`src/rtl/uart_cmd_ctrl_pkg.sv`:
```
// Shared definitions for the UART command sequencer: state encoding, header default,
// error codes and packet byte positions.
package uart_ctrl_pkg;

  typedef enum logic [2:0] {
    ST_IDLE     = 3'd0,
    ST_GET_CTRL = 3'd1,
    ST_GET_ADDR = 3'd2,
    ST_GET_DATA = 3'd3,
    ST_GET_CSUM = 3'd4,
    ST_ISSUE    = 3'd5
  } state_t;

  localparam logic [7:0] HDR_DEFAULT = 8'hA5;

  localparam logic [1:0] ERR_NONE = 2'd0;
  localparam logic [1:0] ERR_TMO  = 2'd1;
  localparam logic [1:0] ERR_CSUM = 2'd2;
  localparam logic [1:0] ERR_OVR  = 2'd3;

  localparam int IDX_HDR  = 0;
  localparam int IDX_CTRL = 1;
  localparam int IDX_ADDR = 2;
  localparam int IDX_DATA = 3;
  localparam int IDX_CSUM = 4;

  // States in which the inter-byte timeout is armed.
  function automatic logic is_get_state(input state_t s);
    return (s == ST_GET_CTRL) || (s == ST_GET_ADDR) ||
           (s == ST_GET_DATA) || (s == ST_GET_CSUM);
  endfunction

endpackage

```
`src/rtl/uart_cmd_tmo.sv`:
```
// Load / tick / expire down-counter for inter-byte supervision; expired is high
// while the count sits at zero.
module uart_cmd_tmo #(
  parameter int TMO_CYC = 1000,
  parameter int TMO_W   = 10
) (
  input  logic clk,
  input  logic rst,
  input  logic load,
  input  logic tick,
  output logic expired
);

  localparam logic [TMO_W-1:0] RELOAD = TMO_W'(TMO_CYC - 1);

  logic [TMO_W-1:0] count;

  always_ff @(posedge clk or posedge rst) begin
    if (rst) begin
      count <= '0;
    end else if (load) begin
      count <= RELOAD;
    end else if (tick && (count != '0)) begin
      count <= count - 1'b1;
    end
  end

  assign expired = (count == '0);

endmodule

```
`src/rtl/uart_cmd_ctrl.sv`:
```
// Frames UART bytes into HDR/CTRL/ADDR/DATA[/CSUM] packets and issues register commands.
// Define UART_CMD_CSUM_EN to require a trailing XOR checksum byte.
module uart_cmd_ctrl
  import uart_ctrl_pkg::*;
#(
  parameter logic [7:0] HDR     = HDR_DEFAULT,
  parameter int         TMO_CYC = 1000,
  parameter int         TMO_W   = 10
) (
  input  logic       clk,
  input  logic       rst,
  input  logic       byte_vld,
  input  logic [7:0] byte_data,
  output logic       cmd_vld,
  output logic       cmd_rw,
  output logic [7:0] cmd_addr,
  output logic [7:0] cmd_wdata,
  input  logic       cmd_rdy,
  output logic       busy,
  output logic       err,
  output logic [1:0] err_code,
  output logic [7:0] drop_cnt
);

  state_t     state, state_n;
  logic [7:0] ctrl_q, ctrl_n;
  logic [7:0] addr_q, addr_n;
  logic       cmd_rw_n;
  logic [7:0] cmd_addr_n, cmd_wdata_n;
  logic       err_n;
  logic [1:0] err_code_n;
  logic [7:0] drop_n;
  logic       tmo_load, tmo_tick, tmo_expired;
`ifdef UART_CMD_CSUM_EN
  logic [7:0] data_q, data_n;
  logic [7:0] acc_q, acc_n;
`endif

  uart_cmd_tmo #(
    .TMO_CYC(TMO_CYC),
    .TMO_W  (TMO_W)
  ) u_tmo (
    .clk    (clk),
    .rst    (rst),
    .load   (tmo_load),
    .tick   (tmo_tick),
    .expired(tmo_expired)
  );

  always_comb begin
    state_n     = state;
    ctrl_n      = ctrl_q;
    addr_n      = addr_q;
    cmd_rw_n    = cmd_rw;
    cmd_addr_n  = cmd_addr;
    cmd_wdata_n = cmd_wdata;
    err_n       = 1'b0;
    err_code_n  = ERR_NONE;
    drop_n      = drop_cnt;
    tmo_load    = 1'b0;
    tmo_tick    = 1'b0;
`ifdef UART_CMD_CSUM_EN
    data_n      = data_q;
    acc_n       = acc_q;
`endif

    case (state)
      ST_IDLE: begin
        if (byte_vld) begin
          if (byte_data == HDR) begin
            state_n  = ST_GET_CTRL;
            tmo_load = 1'b1;
`ifdef UART_CMD_CSUM_EN
            acc_n    = '0;
`endif
          end else if (drop_cnt != 8'hFF) begin
            drop_n = drop_cnt + 8'd1;
          end
        end
      end

      ST_GET_CTRL: begin
        if (byte_vld) begin
          ctrl_n   = byte_data;
          tmo_load = 1'b1;
          state_n  = ST_GET_ADDR;
`ifdef UART_CMD_CSUM_EN
          acc_n    = acc_q ^ byte_data;
`endif
        end
      end

      ST_GET_ADDR: begin
        if (byte_vld) begin
          addr_n   = byte_data;
          tmo_load = 1'b1;
          state_n  = ST_GET_DATA;
`ifdef UART_CMD_CSUM_EN
          acc_n    = acc_q ^ byte_data;
`endif
        end
      end

      ST_GET_DATA: begin
        if (byte_vld) begin
          tmo_load = 1'b1;
`ifdef UART_CMD_CSUM_EN
          data_n   = byte_data;
          acc_n    = acc_q ^ byte_data;
          state_n  = ST_GET_CSUM;
`else
          cmd_rw_n    = ctrl_q[7];
          cmd_addr_n  = addr_q;
          cmd_wdata_n = byte_data;
          state_n     = ST_ISSUE;
`endif
        end
      end

`ifdef UART_CMD_CSUM_EN
      ST_GET_CSUM: begin
        if (byte_vld) begin
          if (byte_data == acc_q) begin
            cmd_rw_n    = ctrl_q[7];
            cmd_addr_n  = addr_q;
            cmd_wdata_n = data_q;
            state_n     = ST_ISSUE;
          end else begin
            err_n      = 1'b1;
            err_code_n = ERR_CSUM;
            state_n    = ST_IDLE;
          end
        end
      end
`endif

      // Stray bytes are flagged but never disturb the pending command.
      ST_ISSUE: begin
        if (byte_vld) begin
          err_n      = 1'b1;
          err_code_n = ERR_OVR;
        end
        if (cmd_rdy) begin
          state_n = ST_IDLE;
        end
      end

      default: state_n = ST_IDLE;
    endcase

    // A byte landing in the expiry cycle wins over the timeout.
    if (is_get_state(state) && !byte_vld) begin
      if (tmo_expired) begin
        err_n      = 1'b1;
        err_code_n = ERR_TMO;
        state_n    = ST_IDLE;
      end else begin
        tmo_tick = 1'b1;
      end
    end
  end

  always_ff @(posedge clk or posedge rst) begin
    if (rst) begin
      state     <= ST_IDLE;
      ctrl_q    <= '0;
      addr_q    <= '0;
      cmd_vld   <= 1'b0;
      cmd_rw    <= 1'b0;
      cmd_addr  <= '0;
      cmd_wdata <= '0;
      busy      <= 1'b0;
      err       <= 1'b0;
      err_code  <= ERR_NONE;
      drop_cnt  <= '0;
    end else begin
      state     <= state_n;
      ctrl_q    <= ctrl_n;
      addr_q    <= addr_n;
      cmd_vld   <= (state_n == ST_ISSUE);
      cmd_rw    <= cmd_rw_n;
      cmd_addr  <= cmd_addr_n;
      cmd_wdata <= cmd_wdata_n;
      busy      <= (state_n != ST_IDLE);
      err       <= err_n;
      err_code  <= err_code_n;
      drop_cnt  <= drop_n;
    end
  end

`ifdef UART_CMD_CSUM_EN
  always_ff @(posedge clk or posedge rst) begin
    if (rst) begin
      data_q <= '0;
      acc_q  <= '0;
    end else begin
      data_q <= data_n;
      acc_q  <= acc_n;
    end
  end
`endif

endmodule

```
`config.mk`:
```
export PLATFORM = sky130hd
export DESIGN_NAME = uart_cmd_ctrl
export DESIGN_NICKNAME = d
export VERILOG_FILES = /design/src/rtl/uart_cmd_ctrl_pkg.sv /design/src/rtl/uart_cmd_tmo.sv /design/src/rtl/uart_cmd_ctrl.sv
export SDC_FILE = /design/constraint.sdc
export NUM_CORES = 1
export LEC_CHECK = 0
export ABC_CLOCK_PERIOD_IN_PS = 2700
export BUFFER_PORTS_ARGS = -buffer_cell sky130_fd_sc_hd__buf_2
export CORE_ASPECT_RATIO = 0.8
export CORE_UTILIZATION = 55
export DETAILED_ROUTE_END_ITERATION = 10
export PLACE_DENSITY = 0.82
export SLEW_MARGIN = 15
export SYNTH_ARGS = -nofsm -noshare
export SYNTH_HDL_FRONTEND = slang
export SYNTH_HIERARCHICAL = 1
export SYNTH_SLANG_ARGS = --single-unit
```
`constraint.sdc`:
```
create_clock -name clk -period 2.7 [get_ports clk]
set_input_delay 0.54 -clock clk [delete_from_list [all_inputs] [get_ports clk]]
set_output_delay 0.54 -clock clk [all_outputs]
set_load 0.02 [all_outputs]
```
==> impl_metrics.ini, run 1 <==
[status]
status = complete, no violations

[placed_design]
dp.cells = 287
io_buffers = 41
dp_slack_ps = 395
dp_hpwl_um = 3200
routabilityCongestion = 0.824

[logic_synthesis]
synth_area_leaders = dfrtp_1 (54%), mux2_2 (7.2%), mux2_1 (5.7%)
synth_top_area_share_pct = 54.2
ys.flop_type = dfrtp_1
synth_edf_count = 0
postSynthCellCount = 194
yosys_warnings = 6
yosys.area.top_type = dfrtp_1
syn_area_per_cell_um2 = 12.1
yosysMostFrequentCell = dfrtp_1
ys_seq_area_share_pct = 54.2
ys_ff_latch = 51
yosys-top-cells-count = dfrtp_1 (51), mux2_2 (15), mux2_1 (12), nand2_1 (11), nor2_1 (9)
synth_cell_types = 44
async_reset_ff_share_pct = 100
syn-num-nets = 208
synth_area_um2 = 2350

[timing]
slew_headroom_pct = 51.1
drv_slew = 0
worst_slew_pin_slew_ps = 730
fin_crit_ps = 2420
setup_viol = 0
setup_ws_ps = 285
rsz0062_at_grt = no
timing.final.crit_share_pct = 89.4
setup_tns_ps = 0
finalHoldViolations = 0
fin_worst_skew_ps = 9.24
fmax_mhz = 414

[clocking]
clkTransAtPathRegs_ps = 90
holdBufCountCts = 0
cts_tree = yes
h-tree-depth = 2
root_buffer = clkbuf_8
cts_buffers = 5
clock_path_buffers = 2
clkLatencyLatePin_ps = 310
cts_resized = 0
postCtsSetupRepairBufs = 0
clock-sinks = 51

[global_route]
grtUsageTotal_pct = 22.3
grt_first_pass_wirelength_um = 7280
overflow = 0
first_global_vias = 1495
grt_max_degree = 42
grt_antenna_before_repair = 0

[routing]
viasPerCell = 5.62
drc = 0
drtPass1Iterations = 4
routed_wl_um = 4370
vias = 1658
ant_nets = 0
drt_iter0_markers = 121
routedWlPerCell_um = 14.8

[pwr]
ir_worst_vdd_uv = 691
leakage_uw = 0.00124
p_per_area_nw_per_um2 = 1040
power.total_uw = 2810

[floorplan]
start_util_pct = 59.6
core_um2 = 3950
placementRows = 20
fp.dieW_um = 75.2
die_area_um2 = 4550
ios = 42
die_y_um = 60.5

[critical_path]
crit_path_start_kind = register
crit_type = reg -> reg
crit_fanout = 5
crit_slowest_cell = nor4b_1
required_ps = 2900
slowest_delay_ps = 440
end_kind = register
crit_path_cell_trace = inv_1, ha_1, nor4b_2, nand2_1, nor3_1, nor4b_1, a311oi_1, or2_1
cp.arrival_ps = 2610

[flow_run]
drv_cap = 0

[cells_and_area]
layout.nets = 253
post-route-util_pct = 68.4
n_antenna_cell = 0
drive_gt1_share_pct = 34.6
stdcell_count = 295
area_growth_pct = 14.9

[worst_hold_path]
hp-class = in -> async
[path summary, 6_finish.rpt]
| check | startpoint | end | slack, ps | depth (start not counted) |
|---|---|---|---|---|
| max in group asynchronous | rst | cmd_addr[7]$_DFFE_PP0P_ | 2000 | 3 |
| min reg2reg | cmd_addr[3]$_DFFE_PP0P_ | cmd_addr[3]$_DFFE_PP0P_ | 490 | 1 |
| min | rst | u_tmo/count[5]$_DFFE_PP0P_ | 190 | 2 |
| min in group clk | byte_data[1] | cmd_wdata[1]$_DFFE_PP0P_ | 480 | 2 |
| max reg2reg | u_tmo/count[0]$_DFFE_PP0P_ | busy$_DFF_PP0_ | 280 | 8 |
| max | u_tmo/count[0]$_DFFE_PP0P_ | busy$_DFF_PP0_ | 280 | 8 |
[cell families after synthesis]
| kind of cell | synth area share [%] |
|---|---|
| compound gates | 6.96 |
| xor+xnor | 3.35 |
| mux | 13.3 |
| buf+inv | 2.23 |
| fa+ha+maj | 1.06 |
| flops | 54.2 |
| simple gates | 18.9 |
[worst max-delay path, delay by kind of cell, from the launching register on]
| kind | cells | cell delay (ps) |
|---|---|---|
| AO/OA/AOI/OAI | 1 | 130 |
| adder cells (fa/ha/maj) | 1 | 230 |
| buffers and inverters | 1 | 90 |
| flip-flops | 1 | 410 |
| AND/OR/NAND/NOR | 5 | 1430 |
[cell usage in the layout (no fill, tap or decap), types with 3 or more instances in the layout]
master and n:
a21oi_1 8, a31oi_1 5, buf_2 41, clkbuf_8 5, dfrtp_1 51, inv_1 7
mux2_1 12, mux2_2 15, nand2_1 11, nand3_1 8, nand4_1 3, nor2_1 9
nor2b_1 4, nor3_1 5, nor3b_1 3, nor4_2 4, nor4b_2 3, o31ai_1 3
xor2_1 8
[flip-flops by register name (all words and copies together), names as in the netlist]
name and cells:
u_tmo/count 10, addr_q 8, cmd_addr 8, cmd_wdata 8, drop_cnt 8, state 3, err_code 2, busy 1
cmd_rw 1, cmd_vld 1, ctrl_q 1
[per-layer routing]
layer  share of wire [%]  track usage, %  up-vias
met5                   0               0        -
met4                 1.2            8.73        0
met3                 5.2            4.98        5
met2                  45            33.1       53
met1                  48            32.5      812
li1                    -               -      788
[report_power, final]
part / internal (uW) / switching [uW] / leakage, uW
Sequential: 1060 / 238 / 0.000606
Clock: 181 / 259 / 0.0000402
Combinational: 459 / 616 / 0.000590
[per-stage QoR]
step | area, um^2 | hold slack (ps)
2_1_floorplan | 2350 | 380
3_3_place_gp | 2620 | 463
3_5_place_dp | 2620 | 475
4_1_cts | 2710 | 201
5_1_grt | 2710 | 220
6_report | 2710 | 191
[area by class of cell]
class                      instances  area [um^2]
clock buffer                       5         68.8
clock inverter                     3         20.0
fill                             319         1250
inverter                           7         26.3
multi-input combinational        131         1030
sequential                        51         1280
tap                               55         68.8
timing repair buffer              43          220
Power figures use the tool's default switching activity.
==> inputs of run 2 (changes only) <==
- RECOVER_POWER: default -> 25
==> run 2 against run 1 <==
  * Global-route usage unchanged
  * Fmax stayed put
  * Sequential cell count stayed put
  * First-iteration DRC count unchanged
  * Power barely moved
  * Register-to-register slack hardly changed
  * Combinational power about the same
  * Cell area about the same
  * Clock-buffer cell count did not move
  * Critical path depth did not move
  * Final cell count is the same
  * Hold slack unchanged
  * Critical endpoint unchanged
  * Largest power group unchanged
  * Highest routed layer unchanged
==> impl_metrics.ini, run 2 (synthesis results as in run 1) <==
[status]
status = complete, no violations

[timing]
fin_crit_ps = 2420
rsz0062_at_grt = no
setup_viol = 0
drv_slew = 0
worst_slew_pin_slew_ps = 986
fin_worst_skew_ps = 9.24
setup_tns_ps = 0
slew_headroom_pct = 34.2
fmax_mhz = 414
finalHoldViolations = 0
timing.final.crit_share_pct = 89.4

[clocking]
postCtsSetupRepairBufs = 0
cts_buffers = 5
clkTransAtPathRegs_ps = 90
cts_tree = yes
clock_path_buffers = 2
h-tree-depth = 2
cts_resized = 0
root_buffer = clkbuf_8
clkLatencyLatePin_ps = 310
holdBufCountCts = 0
clock-sinks = 51

[global_route]
first_global_vias = 1495
overflow = 0
grt_antenna_before_repair = 0
grtUsageTotal_pct = 22.3
grt_first_pass_wirelength_um = 7280
grt_max_degree = 42

[placed_design]
dp_hpwl_um = 3200
routabilityCongestion = 0.824
dp.cells = 287
dpl-instance-area_um2 = 2620
io_buffers = 41

[cells_and_area]
layout_common_cells = dfrtp_1 (51), buf_2 (41), mux2_2 (15)
drive_gt1_share_pct = 34.6
fillers = 319
final_common_cell = dfrtp_1
largest-register = u_tmo/count
area_growth_pct = 14.8
stdcell_count = 295
design_area_um2 = 2700
layout.nets = 253
largest_reg_flops = 10
n_antenna_cell = 0

[floorplan]
fp.dieW_um = 75.2
die_area_um2 = 4550
placementRows = 20
ios = 42
core_um2 = 3950
start_util_pct = 59.6
die_y_um = 60.5

[worst_hold_path]
hp-class = in -> async

[routing]
route.layer.met1.wl_um = 2110
dr_wl_met2_um = 1980
vias = 1658
drc = 0
top_layer_used = met4
routed_wl_um = 4370
viasPerCell = 5.62
wl_met3_um = 229
drtPass1Iterations = 4
ant_nets = 0
drt_iter0_markers = 121
routedWlPerCell_um = 14.8

[flow_run]
drv_cap = 0

[critical_path]
cp.arrival_ps = 2610
crit_type = reg -> reg
crit_path_start_kind = register
r2r_cells = 8
end_kind = register
required_ps = 2900
crit_fanout = 5

[pwr]
leakage_uw = 0.00124
ir_worst_vdd_uv = 691
p_per_area_nw_per_um2 = 1040
run 2: per-layer routing:
layer / track usage (%) / vias to the layer above
li1: - / 788
met1: 32.5 / 812
met2: 33.1 / 53
met3: 4.98 / 5
met4: 8.73 / 0
met5: 0 / -
run 2: worst paths after layout:
| path | start | to | slack (ps) |
|---|---|---|---|
| setup / recovery | u_tmo/count[0]$_DFFE_PP0P_ | busy$_DFF_PP0_ | 280 |
| hold / removal | rst | u_tmo/count[5]$_DFFE_PP0P_ | 190 |
| setup reg to reg | u_tmo/count[0]$_DFFE_PP0P_ | busy$_DFF_PP0_ | 280 |
| hold reg to reg | cmd_addr[3]$_DFFE_PP0P_ | cmd_addr[3]$_DFFE_PP0P_ | 490 |
| max in group asynchronous | rst | cmd_addr[7]$_DFFE_PP0P_ | 1560 |
| min in group clk | byte_data[1] | cmd_wdata[1]$_DFFE_PP0P_ | 480 |
run 2: metrics by stage:
step           hold WS (ps)  utilization (%)  total power [uW]  worst slack (ps)
2_1_floorplan           380                -              2040               658
3_3_place_gp            463             66.2              2340               492
3_5_place_dp            475             66.2              2390               395
4_1_cts                 201             68.4              2830               342
5_1_grt                 220             68.4              3010              85.0
6_report                191             68.4              2810               285
run 2: critical path, cell delays in order (launching register included):
cell and delay (ps):
dfrtp_1 410, inv_1 90, ha_1 230, nor4b_2 270, nand2_1 150, nor3_1 330
nor4b_1 440, a311oi_1 130, or2_1 240
run 2: power breakdown:
group / leakage (uW) / switching (uW) / internal, uW
Sequential: 0.000606 / 238 / 1060
Combinational: 0.000590 / 616 / 458
Clock: 0.0000402 / 259 / 181
Total: 0.00124 / 1110 / 1700
run 2: layout make-up:
type	instances	area (um^2)	area share, %
Tap cell	55	68.8	2.55
Multi-Input combinational cell	131	1030	37.9
Inverter	7	26.3	0.972
Clock inverter	3	20.0	0.740
Sequential cell	51	1280	47.2
Clock buffer	5	68.8	2.55
Timing Repair Buffer	43	218	8.05
==> inputs of run 3 (changes only) <==
- CORE_UTILIZATION: 55 -> 40
- PLACE_DENSITY: 0.82 -> 0.63
==> run 3 against run 2 <==
  * Clock power increased by 4%
  * Cell area increased by 0.88%
  * Sequential share of layout area decreased by 0.41 points
  * Highest routed layer unchanged
  * Clock skew is 3.3 ps higher
  * Largest cell class unchanged
  * Final cell count is 7.5% higher
  * Clock-buffer cell count unchanged
  * Sequential cell count stayed put
  * Global-route usage fell by 5.9 points
  * Via count is 1.7% lower
==> impl_metrics.ini, run 3 (synthesis results as in run 1) <==
[routing]
vias = 1630
routed_wl_um = 4540
drtPass1Iterations = 4
ant_nets = 0
viasPerCell = 5.14
routedWlPerCell_um = 14.3
drt_iter0_markers = 118
drc = 0

[critical_path]
rrSetupSlack_ps = 290
cp.arrival_ps = 2600
crit_type = reg -> reg
crit_slowest_cell = dfrtp_1
crit_path_start_kind = register
end_kind = register
crit_fanout = 5
required_ps = 2890
crit_path_frequent_cell = nor3_1
crit_path_cell_trace = inv_1, ha_1, nor4b_2, nand2_1, nor3_1, nor3_1, nor3b_2, nand4_1, a21oi_1, o31ai_1
slowest_delay_ps = 400

[placed_design]
dp_slack_ps = 272
dp_hpwl_um = 3230
io_buffers = 41
dpl-instance-area_um2 = 2640
dp.cells = 309
routabilityCongestion = 0.892

[pwr]
ir_worst_vdd_uv = 516
p_per_area_nw_per_um2 = 1030
leakage_uw = 0.00124

[clocking]
clkLatencyLatePin_ps = 320
postCtsSetupRepairBufs = 0
holdBufCountCts = 0
clock_path_buffers = 2
clkTransAtPathRegs_ps = 100
cts_buffers = 5
root_buffer = clkbuf_8
cts_tree = yes
cts_resized = 0
h-tree-depth = 2
clock-sinks = 51

[floorplan]
placementRows = 24
start_util_pct = 42.4
ios = 42
die_area_um2 = 6200
fp.dieW_um = 87.8
core_um2 = 5560
die_y_um = 70.6

[cells_and_area]
design_area_um2 = 2730
layout_common_cells = dfrtp_1 (51), buf_2 (41), mux2_2 (15)
stdcell_count = 317
largest-register = u_tmo/count
largest_reg_flops = 10
final_common_cell = dfrtp_1
drive_gt1_share_pct = 34.3
area_growth_pct = 15.8
n_antenna_cell = 0
layout.nets = 252
post-route-util_pct = 49.1

[timing]
setup_viol = 0
setup_ws_ps = 290
timing.final.crit_share_pct = 89.3
worst_slew_pin_slew_ps = 1010
finalHoldViolations = 0
fin_worst_skew_ps = 12.6
fin_crit_ps = 2410
fmax_mhz = 415
rsz0062_at_grt = no
setup_tns_ps = 0
slew_headroom_pct = 32.7
drv_slew = 0

[flow_run]
drv_cap = 0

[global_route]
grt_first_pass_wirelength_um = 7790
grt_max_degree = 42
overflow = 0
grtUsageTotal_pct = 16.4
grt_antenna_before_repair = 0
first_global_vias = 1592

[worst_hold_path]
hp-class = in -> async

[status]
status = complete, no violations
[run 3: changes by cell type in the layout (fill, tap and decap cells not counted), sizes merged]
cell      before  now
clkinv         1    2
inv            7    8
clkinvlp       2    0
buf           42   41
[run 3: layout make-up]
cell class	instances	area, um^2
Fill cell	517	2830
Sequential cell	51	1280
Multi-Input combinational cell	131	1030
Timing Repair Buffer	42	210
Tap cell	78	97.6
Clock buffer	5	68.8
Inverter	7	26.3
Clock inverter	3	22.5
[run 3: path summary, 6_finish.rpt]
kind                       depth (start not counted)                        from                         end
max in group asynchronous                          3                         rst       err_code[1]$_DFF_PP0_
setup reg to reg                                  10  u_tmo/count[0]$_DFFE_PP0P_  u_tmo/count[9]$_DFFE_PP0P_
min in group clk                                   2                byte_data[1]    cmd_wdata[1]$_DFFE_PP0P_
hold / removal                                     2                         rst  u_tmo/count[4]$_DFFE_PP0P_
setup / recovery                                  10  u_tmo/count[0]$_DFFE_PP0P_  u_tmo/count[9]$_DFFE_PP0P_
hold reg to reg                                    1       addr_q[2]$_DFFE_PP0P_     cmd_addr[2]$_DFFE_PP0P_
[run 3: stage by stage]
| step | hold slack (ps) | total power [uW] |
|---|---|---|
| after floorplan | 380 | 2040 |
| after global placement | 467 | 2350 |
| after detailed placement | 473 | 2390 |
| after CTS | 209 | 2850 |
| after global routing | 232 | 3020 |
| final | 206 | 2810 |
[run 3: critical path: cells and delay by family (launching register included)]
kind | cells | cell delay (ps)
compound gates | 2 | 250
fa+ha+maj | 1 | 240
buf+inv | 1 | 80
flops | 1 | 400
simple gates | 6 | 1310
[run 3: per-layer routing]
metal / GRT usage, % / share of wire (%) / vias up
li1: - / - / 793
met3: 6.53 / 5.6 / 4
met4: 4.37 / 1.1 / 0
met2: 21.7 / 41 / 39
met5: 0 / 0 / -
met1: 24.6 / 52 / 794
[run 3: power breakdown]
group / total (uW) / switching (uW) / internal, uW
logic: 1060 / 611 / 453
clock network: 455 / 269 / 186
registers: 1290 / 236 / 1060
